[src/rtl/debounced_in_n_out.sv]
// Per-channel synchroniser, debounce counter, stable register and edge detect for raw pad inputs,
// plus AND/OR reductions and tie-high/tie-low pins. Edge pulses exist only with DEBOUNCED_IN_N_OUT_EDGE_EN.
`default_nettype none

module debounced_in_n_out #(
  parameter int N_IN            = 3,
  parameter int SYNC_STAGES     = 2,
  parameter int DEBOUNCE_CYCLES = 16
) (
  input  logic            clk,
  input  logic            rst_n,
  input  logic [N_IN-1:0] in_bus,
  output logic [N_IN-1:0] state,
  output logic [N_IN-1:0] rise,
  output logic [N_IN-1:0] fall,
  output logic            out_and,
  output logic            out_or,
  output logic            out_high,
  output logic            out_low
);

  localparam int CW = (DEBOUNCE_CYCLES > 1) ? $clog2(DEBOUNCE_CYCLES) : 1;
  localparam logic [CW-1:0] CNT_MAX = CW'(DEBOUNCE_CYCLES - 1);

  // sync_q[0] samples the pad; sync_q[SYNC_STAGES-1] is the metastability-safe copy.
  logic [SYNC_STAGES-1:0][N_IN-1:0] sync_q;
  logic [N_IN-1:0]                  sync_last;
  logic [N_IN-1:0][CW-1:0]          cnt_q, cnt_d;
  logic [N_IN-1:0]                  state_q, state_d;

  assign sync_last = sync_q[SYNC_STAGES-1];

  // NOTE: state registers use non-blocking assignments so every flop samples pre-edge values.
  always_ff @(posedge clk or negedge rst_n) begin
    if (!rst_n) begin
      sync_q  <= '0;
      cnt_q   <= '0;
      state_q <= '0;
    end else begin
      sync_q  <= {sync_q[SYNC_STAGES-2:0], in_bus};
      cnt_q   <= cnt_d;
      state_q <= state_d;
    end
  end

  // NOTE: defaults first so no path through the loop leaves a signal unassigned (no latches).
  always_comb begin
    cnt_d   = cnt_q;
    state_d = state_q;
    for (int i = 0; i < N_IN; i++) begin
      if (sync_last[i] == state_q[i]) begin
        cnt_d[i] = '0;
      end else if (cnt_q[i] == CNT_MAX) begin
        state_d[i] = sync_last[i];
        cnt_d[i]   = '0;
      end else begin
        cnt_d[i] = cnt_q[i] + CW'(1);
      end
    end
  end

`ifdef DEBOUNCED_IN_N_OUT_EDGE_EN
  logic [N_IN-1:0] rise_q, fall_q;

  // Pulses are computed from the next state so they line up with the new level.
  always_ff @(posedge clk or negedge rst_n) begin
    if (!rst_n) begin
      rise_q <= '0;
      fall_q <= '0;
    end else begin
      rise_q <= state_d & ~state_q;
      fall_q <= ~state_d & state_q;
    end
  end

  assign rise = rise_q;
  assign fall = fall_q;
`else
  assign rise = '0;
  assign fall = '0;
`endif

  assign state    = state_q;
  assign out_and  = &state_q;
  assign out_or   = |state_q;
  assign out_high = 1'b1;
  assign out_low  = 1'b0;

endmodule

`default_nettype wire

[config.mk]
export PLATFORM = sky130hd
export DESIGN_NAME = debounced_in_n_out
export DESIGN_NICKNAME = d
export VERILOG_FILES = /design/src/rtl/debounced_in_n_out.sv
export SDC_FILE = /design/constraint.sdc
export NUM_CORES = 1
export LEC_CHECK = 0
export BUFFER_PORTS_ARGS = -buffer_cell sky130_fd_sc_hd__buf_2
export CAP_MARGIN = 20
export CORE_MARGIN = 2
export CORE_UTILIZATION = 40
export DETAILED_ROUTE_END_ITERATION = 10
export RECOVER_POWER = 100
export SYNTH_ARGS = -nofsm -noshare
export SYNTH_HDL_FRONTEND = slang
export SYNTH_SLANG_ARGS = --single-unit
[constraint.sdc]
create_clock -name clk -period 1.6 [get_ports clk]
set_input_delay 0.4 -clock clk [delete_from_list [all_inputs] [get_ports clk]]
set_output_delay 0.4 -clock clk [all_outputs]
set_load 0.01 [all_outputs]
==> flow_metrics.tcl <==
set metrics [dict create \
    grt_pass1_vias 440 \
    cts_inserted_buffers 3 \
    insertion_delay_ns 0.29 \
    cts_tree "yes" \
    start_util_pct 41.18 \
    grt-ovfl-total 0 \
    post_dp_cell_area_um2 935.9 \
    worstHoldStart "in_bus[2]" \
    reg2reg_to "state[1]" \
    stdcell_area_um2 967.2 \
    synth_area_per_cell_um2 12.76 \
    worstPathArrival_ns 1.18 \
    clockBufferDepth 2 \
    cts_resized 0 \
    ys_seq_area_share_pct 58.82 \
    power.density_nw_per_um2 915.4 \
    r2r_cells 3 \
    grt_first_pass_wirelength_mm 1.938 \
    dr.max_layer_used "met3" \
    maxSlewViolCount 0 \
    finalHoldViolCount 0 \
    most-common-layout-cells "dfrtp_1, conb_1, xnor2_1, clkbuf_1" \
    dieWidth_um 51.26 \
    setup_ws_ns 0.01925 \
    rrSetupSlack_ns 0.38 \
    synthDistinctLibCells 21 \
    utilization_pct 44.58 \
    clock_skew_ns 0.01132 \
    grt_setup_unrepaired "true" \
    synth_seq_cells 21 \
    path_max_fanout 2 \
    dieArea_um2 2628 \
    cp_data_required_time_ns 1.20 \
    hold_path_end "sync_q[2]" \
    met2_length_um 471 \
    wl_met3_um 97 \
    dp.cells 105 \
    io_buffers 9 \
    final_cells 112 \
    rows 17 \
    fmax_mhz 632.6 \
    cts_sinks 21 \
    fin_crit_ns 1.581 \
    cts_max_level 1 \
    via_count 503 \
    min_path_cells 1 \
    period_share_pct 98.80 \
    met1_length_um 624 \
    hold_ws_ns 0.2134 \
    ant_nets 0 \
    drt_iter0_markers 2 \
    die_h_um 51.26 \
    core_um2 2170 \
    drt-pass1-iter-count 2 \
    ios 18 \
    grtUsageTotal_pct 10.36 \
    area_delta_synth_final_pct 8.263 \
    synthCells 70 \
    place.gp.congestion 0.6905 \
    hp-class "input port to flop" \
    status "complete, no violations" \
    crit_type "flop to output port" \
    maxCapViolations 0 \
    cp-end-kind "output port" \
    vias_per_cell 4.491 \
    startpoint_type "flop" \
    diodes 0 \
    routedWlPerCell_um 10.64 \
    setup_viol 0 \
    wirelength_mm 1.192 \
    grt_max_degree 22 \
    drive_gt1_share_pct 15.48 \
    antenna_found_initial 0 \
    timing.rr.start "cnt_q[4]" \
    ys_warn_count 0 \
    p_total_uw 885.3 \
    tightest_slew_ns 1.081 \
    drc_errors 0 \
    clkTransAtPathRegs_ns 0.11 \
    pre_cts_ws_ns 0.2909 \
    peakVddDrop_uv 559.2 \
    leakage_nw 0.4574 \
    final_common_cell "dfrtp_1" \
    cts_root_buffer "clkbuf_4" \
    timing.setup.tns_ns 0 \
    netlist_area_um2 893.4 \
    num-nets-final 93 \
    place_hpwl_um 839.6 \
    slew_headroom_pct 27.96 \
]
## timing repair
action	4_1_cts	5_1_grt
endpoints found under the setup margin	1	1
buffers inserted	2	1
hold buffers	0	0
## sequential cells by signal (all words and copies together), names as in the netlist
name / count
sync_last: 3
cnt_q: 12
state: 3
sync_q: 3
## worst max path at each step
stage,start,endpoint,slack (ns),cells past startpoint
after floorplan,state[2],out_or,0.35,1
after global placement,state[2],out_or,0.31,2
after detailed placement,state[2],out_or,0.29,2
after CTS,state[1],out_or,0.001,2
after global routing,state[2],out_or,-0.03,2
final,state[2],out_or,0.02,2
## per-layer routing
layer | GRT usage (%) | vias up
li1 | - | 258
met1 | 13.80 | 227
met2 | 14.94 | 18
met3 | 6.140 | 0
met4 | 1.316 | 0
met5 | 0 | -
## where the power goes
group	switching (mW)	internal, mW	total, mW
Combinational	0.0394	0.0277	0.0671
Clock	0.143	0.0968	0.240
Sequential	0.0221	0.557	0.579
Total	0.204	0.681	0.885
## area by class of cell
type                            instances  area (µm²)
Tap cell                               28       35.03
Multi-Input combinational cell         45       314.1
Timing Repair Buffer                   12       58.81
Clock buffer                            4       26.28
Fill cell                             224        1202
Inverter                                2       7.507
Sequential cell                        21       525.5
## kinds of logic after synthesis
kind of cell               count (synthesis)  share of synthesized area [%]
buffers and inverters                     10                          7.564
xor gates and xnor gates                   6                          5.882
AOI/OAI and AO/OA                         10                          6.864
DFF                                       21                          58.82
muxes                                      3                          4.622
and+or+nand+nor                           15                          11.20
adders and majority gates                  3                          4.202
other                                      2                         0.8406
## Yosys cell counts (all sizes together)
library cell,instances,area share (%)
nor3b,2,1.7
a31oi,1,0.70
o21ai,2,1.1
inv,2,0.84
mux2,3,4.6
conb,2,0.84
ha,3,4.2
a311oi,2,2.0
dfrtp,21,59
a21oi,4,2.2
nor2b,3,2.1
nand4b,2,2.0
buf,8,6.7
nor2,3,1.3
xnor2,6,5.9
or3,1,0.70
nand3,3,2.8
a21o,1,0.84
and3,1,0.70
## critical path, cell delays in order (launching register included)
cell,delay [ns]
dfrtp_1,0.39
or3_1,0.36
buf_2,0.14
(Power assumes the default switching activity.)
